<file path="config.mk">
export PLATFORM = sky130hd
export DESIGN_NAME = io_bcd_converter
export DESIGN_NICKNAME = d
export VERILOG_FILES = /design/src/rtl/io_bcd_pkg.sv /design/src/rtl/bcd_digit_adj.sv /design/src/rtl/io_bcd_converter.sv
export SDC_FILE = /design/constraint.sdc
export NUM_CORES = 1
export LEC_CHECK = 0
export ABC_CLOCK_PERIOD_IN_PS = 1830
export BUFFER_PORTS_ARGS = -buffer_cell sky130_fd_sc_hd__buf_2
export CORE_UTILIZATION = 35
export CTS_CLUSTER_DIAMETER = 200
export DETAILED_ROUTE_END_ITERATION = 12
export SKIP_LAST_GASP = 1
export SYNTH_ARGS = -nofsm -noshare
export SYNTH_HDL_FRONTEND = slang
export SYNTH_SLANG_ARGS = --single-unit
</file>
<file path="constraint.sdc">
create_clock -name clock -period 1.83 [get_ports clock]
set_clock_uncertainty 0.1 [all_clocks]
set_input_delay 0.183 -clock clock [delete_from_list [all_inputs] [get_ports clock]]
set_output_delay 0.183 -clock clock [all_outputs]
set_load 0.1 [all_outputs]
</file>
<file path="src/rtl/io_bcd_pkg.sv">
// Shared types, constants and helpers for the binary-to-BCD display converter.
// Segment helpers are used only when IO_BCD_SEG7_EN is defined.
package io_bcd_pkg;

  typedef enum logic [1:0] {
    IDLE,
    SHIFT,
    DONE
  } state_e;

  // Active-low {g,f,e,d,c,b,a}
  localparam logic [6:0] SEG_BLANK = 7'b1111111;
  localparam logic [6:0] SEG_DASH  = 7'b0111111;

  function automatic int unsigned pow10(
    input int unsigned n
  );
    int unsigned r;
    r = 1;
    for (int unsigned i = 0; i < n; i++) begin
      r = r * 10;
    end
    return r;
  endfunction

  function automatic logic [6:0] seg7(
    input logic [3:0] d
  );
    logic [6:0] s;
    case (d)
      4'd0:    s = 7'b1000000;
      4'd1:    s = 7'b1111001;
      4'd2:    s = 7'b0100100;
      4'd3:    s = 7'b0110000;
      4'd4:    s = 7'b0011001;
      4'd5:    s = 7'b0010010;
      4'd6:    s = 7'b0000010;
      4'd7:    s = 7'b1111000;
      4'd8:    s = 7'b0000000;
      4'd9:    s = 7'b0010000;
      default: s = SEG_BLANK;
    endcase
    return s;
  endfunction

endpackage

</file>
<file path="src/rtl/bcd_digit_adj.sv">
// Double-dabble nibble correction: add 3 when the digit is 5 or more,
// so that the following left shift carries correctly into the next digit.
module bcd_digit_adj (
  input  logic [3:0] nib_i,
  output logic [3:0] nib_o
);

  assign nib_o = (nib_i >= 4'd5) ? nib_i + 4'd3 : nib_i;

endmodule

</file>
<file path="src/rtl/io_bcd_converter.sv">
// Iterative double-dabble binary-to-BCD converter, one input bit per clock.
// Define IO_BCD_SEG7_EN to add registered active-low 7-segment outputs.
module io_bcd_converter
  import io_bcd_pkg::*;
#(
  parameter int BIN_W  = 8,
  parameter int DIGITS = 3
) (
  input  logic                  clock,
  input  logic                  reset,
  input  logic                  in_valid,
  output logic                  in_ready,
  input  logic [BIN_W-1:0]      bin_in,
  output logic                  out_valid,
  output logic [4*DIGITS-1:0]   bcd_out,
  output logic                  overflow,
`ifdef IO_BCD_SEG7_EN
  output logic                  busy,
  output logic [7*DIGITS-1:0]   seg_out
`else
  output logic                  busy
`endif
);

  localparam int          SW    = 4*DIGITS + 4;
  localparam int          CW    = $clog2(BIN_W + 1);
  localparam int unsigned LIMIT = pow10(DIGITS);

  state_e                state_q, state_d;
  logic [BIN_W-1:0]      bin_q, bin_d;
  logic [SW-1:0]         scr_q, scr_d;
  logic [CW-1:0]         cnt_q, cnt_d;
  logic                  ovp_q, ovp_d;
  logic [4*DIGITS-1:0]   bcd_q, bcd_d;
  logic                  ovf_q, ovf_d;

  logic [SW-1:0]         scr_adj;
  logic [SW-1:0]         scr_sh;

  // One extra guard nibble absorbs carries from out-of-range values
  for (genvar g = 0; g < DIGITS + 1; g++) begin : g_adj
    bcd_digit_adj u_adj (
      .nib_i (scr_q[4*g +: 4]),
      .nib_o (scr_adj[4*g +: 4])
    );
  end

  assign scr_sh = {scr_adj[SW-2:0], bin_q[BIN_W-1]};

`ifdef IO_BCD_SEG7_EN
  logic [7*DIGITS-1:0] seg_q, seg_d;
  logic [7*DIGITS-1:0] seg_nxt;

  always_comb begin
    seg_nxt = '0;
    for (int i = 0; i < DIGITS; i++) begin
      seg_nxt[7*i +: 7] = ovp_q ? SEG_DASH
                                : seg7(scr_sh[4*i +: 4]);
    end
  end
`endif

  always_comb begin
    state_d   = state_q;
    bin_d     = bin_q;
    scr_d     = scr_q;
    cnt_d     = cnt_q;
    ovp_d     = ovp_q;
    bcd_d     = bcd_q;
    ovf_d     = ovf_q;
`ifdef IO_BCD_SEG7_EN
    seg_d     = seg_q;
`endif
    in_ready  = 1'b0;
    busy      = 1'b0;
    out_valid = 1'b0;
    unique case (state_q)
      IDLE: begin
        in_ready = 1'b1;
        if (in_valid) begin
          bin_d   = bin_in;
          scr_d   = '0;
          cnt_d   = CW'(BIN_W);
          ovp_d   = 32'(bin_in) >= LIMIT;
          state_d = SHIFT;
        end
      end
      SHIFT: begin
        busy  = 1'b1;
        scr_d = scr_sh;
        bin_d = {bin_q[BIN_W-2:0], 1'b0};
        cnt_d = cnt_q - CW'(1);
        if (cnt_q == CW'(1)) begin
          state_d = DONE;
          bcd_d   = ovp_q ? {DIGITS{4'h9}}
                          : scr_sh[4*DIGITS-1:0];
          ovf_d   = ovp_q;
`ifdef IO_BCD_SEG7_EN
          seg_d   = seg_nxt;
`endif
        end
      end
      DONE: begin
        busy      = 1'b1;
        out_valid = 1'b1;
        state_d   = IDLE;
      end
      default: state_d = IDLE;
    endcase
  end

  always_ff @(posedge clock) begin
    if (reset) begin
      state_q <= IDLE;
      bin_q   <= '0;
      scr_q   <= '0;
      cnt_q   <= '0;
      ovp_q   <= 1'b0;
      bcd_q   <= '0;
      ovf_q   <= 1'b0;
`ifdef IO_BCD_SEG7_EN
      seg_q   <= {DIGITS{SEG_BLANK}};
`endif
    end else begin
      state_q <= state_d;
      bin_q   <= bin_d;
      scr_q   <= scr_d;
      cnt_q   <= cnt_d;
      ovp_q   <= ovp_d;
      bcd_q   <= bcd_d;
      ovf_q   <= ovf_d;
`ifdef IO_BCD_SEG7_EN
      seg_q   <= seg_d;
`endif
    end
  end

  assign bcd_out  = bcd_q;
  assign overflow = ovf_q;
`ifdef IO_BCD_SEG7_EN
  assign seg_out  = seg_q;
`endif

endmodule

</file>
==> flow_metrics.tcl <==
set metrics [dict create \
    io_buffers 25 \
    hold_buffers 0 \
    yosys_warnings 0 \
    boundaryPins 27 \
    yosys.area.top_type "dfxtp_1" \
    grt_pass1_wl_mm 6.727 \
    cp.required_ns 1.55 \
    critPathMaxStageDelay_ns 0.41 \
    rsz0062_at_grt "no" \
    synth_area_leaders "dfxtp_1 39%, ha_1 7.1%, o32ai_2 6.7%" \
    max_freq_mhz 592.7 \
    switching_share_pct 30.22 \
    post-route-min-period_ns 1.687 \
    layout.nets 260 \
    numCtsBuffers 5 \
    p_leak_uw 0.0008718 \
    synth_seq_cells 38 \
    fin_util_pct 43.60 \
    finalCritPeriodShare_pct 92.19 \
    place_congestion 0.7836 \
    syn_avg_cell_area_sq_um 9.429 \
    crit_path_start_kind "register" \
    syn_inst 207 \
    p_clk_share_pct 30.1 \
    synthArstFlopShare_pct 0 \
    p_seq_share_pct 49.3 \
    syn_area_sq_mm 0.001952 \
    cts_tree "done" \
    yosysSeqAreaShare_pct 38.97 \
    diodes 0 \
    post_drt_wl_per_cell_um 12.82 \
    hp-class "in -> reg" \
    grt.total_usage_pct 14.51 \
    area_growth_pct 16.99 \
    drcViolationCount 0 \
    antenna_found_initial 0 \
    crit_chain "inv_1, ha_4, buf_2" \
    die_area_sq_mm 0.005879 \
    die_w_um 76.68 \
    dp_hpwl_mm 2.873 \
    path_class "reg -> out" \
    tns_ns 0 \
    synth_top_area_share_pct 38.97 \
    drt_pass1_iterations 4 \
    synth_edf_count 0 \
    coreArea_sq_mm 0.005238 \
    first_global_vias 1513 \
    end_kind "output port" \
    finalHoldViolCount 0 \
    clock-root-buffer "clkbuf_8" \
    p_switching_uw 544.5 \
    grt_max_degree 19 \
    overflow 0 \
    max-vdd-ir-drop_mv 0.4028 \
    p_int_uw 1257 \
    cts_setup_buffers 0 \
    htree_levels 2 \
    clock_latency_ns 0.28 \
    ys.flop_type "dfxtp_1" \
    start_util_pct 37.27 \
    num_vias 1571 \
    status "complete, no violations" \
    crit_fanout 3 \
    syn_nets 229 \
    power_density_mw_per_mm2 789.2 \
    crit_slowest_cell "buf_2" \
    setup_viol 0 \
    drv_cap 0 \
    combPwrFrac_pct 20.6 \
    path_clk_slew_ns 0.07 \
    std_cell_rows 26 \
    vias_per_cell 5.101 \
    maxSlewViolCount 0 \
    drive_gt1_share_pct 26.05 \
    die_h_um 76.68 \
    detail-route-antenna-nets 0 \
    first_iter_violations 54 \
    cp.arrival_ns 1.40 \
    cts_buffer_depth 2 \
    wl_mm 3.950 \
    yosys.cell_types.count 39 \
    numClockSinks 38 \
]
final cells by class:
cell class	instances	area, sq um
clock buffers	6	72.57
well taps	70	87.58
repair buffers	37	227.7
flip-flops and latches	38	760.7
multi-input cells	136	1052
fillers	527	2954
inverters	20	75.07
clock inverters	1	7.507
metrics by stage:
| step | instances | worst slack, ns | power, uW | area [sq um] | hold slack, ns |
|---|---|---|---|---|---|
| 2_1_floorplan | 207 | 0.1409 | 1203 | 1964 | 0.2768 |
| 4_1_cts | 308 | 0.1186 | 1832 | 2275 | 0.1323 |
| 3_3_place_gp | 301 | 0.1561 | 1278 | 2195 | 0.3766 |
| 6_report | 308 | 0.1429 | 1802 | 2283 | 0.1402 |
| 3_5_place_dp | 301 | 0.1451 | 1280 | 2195 | 0.3740 |
| 5_1_grt | 308 | 0.03029 | 1908 | 2283 | 0.1445 |
cell families after synthesis:
family          Yosys count  synth area share, %
xor+xnor                  3                1.346
other cells               1               0.1921
compound gates           56                23.91
flops                    38                38.97
mux                      11                5.833
simple gates             54                14.49
fa+ha+maj                11                7.051
buf+inv                  33                8.205
path summary, 6_finish.rpt:
path	start	end	slack (ns)	cells past startpoint
setup / recovery	state_q[0]$_SDFFE_PP0P_	busy	0.14	3
hold / removal	bin_in[7]	bin_q[7]$_SDFFE_PP0P_	0.14	3
setup reg to reg	scr_q[8]$_SDFFE_PP0P_	bcd_out[10]$_SDFFE_PP0P_	0.18	6
hold reg to reg	bcd_out[6]$_SDFFE_PP0P_	bcd_out[6]$_SDFFE_PP0P_	0.39	2
flip-flops by register name (all words and copies together), names as in the netlist:
register and count:
bin_q 8, bcd_out 12, scr_q 12, cnt_q 4
state_q 2
cells in the final DEF (no fill, tap or decap), types with 2 or more instances in the layout:
cell type	Yosys	layout
a211oi_1	10	10
a21oi_1	9	7
a21oi_2	0	2
a311oi_1	3	3
a41oi_1	3	3
buf_2	2	25
buf_4	5	11
clkbuf_8	0	5
dfxtp_1	38	38
ha_1	11	10
inv_1	19	19
mux2_2	3	3
mux2i_1	8	8
nand2_1	6	6
nand2b_1	15	15
nand3_1	6	6
nor2_1	17	17
nor3_1	3	3
nor3b_1	2	2
o21ai_0	5	5
o22ai_1	7	7
o32ai_1	3	3
o32ai_2	8	8
xnor2_1	3	3
metal layers:
| layer | up-vias | global-route usage (%) | routed length [um] |
|---|---|---|---|
| met5 | - | 0 | 0 |
| met4 | 0 | 6.923 | 82 |
| met3 | 5 | 3.690 | 144 |
| met2 | 32 | 24.29 | 1795 |
| met1 | 729 | 17.22 | 1927 |
| li1 | 805 | - | - |
synth_stat cells, drive strengths merged (4+ instances only):
master,number
a211oi,10
a21oi,9
buf,9
clkbuf,4
dfxtp,38
ha,11
inv,20
mux2i,8
nand2,7
nand2b,15
nand3,6
nor2,17
o21ai,6
o22ai,7
o32ai,11
worst max-delay path, delay by kind of cell, from the launching register on:
kind	cells	cell delay (ns)
buffers and inverters	2	0.50
adder cells (fa/ha/maj)	1	0.26
flip-flops	1	0.36
timing repair:
item                                   4_1_cts  5_1_grt
endpoints found under the hold margin        0        0
resized for setup                            0        3
setup endpoints to repair                    0        4
power by group through the flow:
stage	clock (uW)	combinational [uW]	sequential (uW)
4_1_cts	569	374	888
3_3_place_gp	0	371	906
5_1_grt	612	403	893
6_report	542	372	888
3_5_place_dp	0	373	907
2_1_floorplan	0	282	921
No activity file was read; power rests on OpenSTA's default activity.
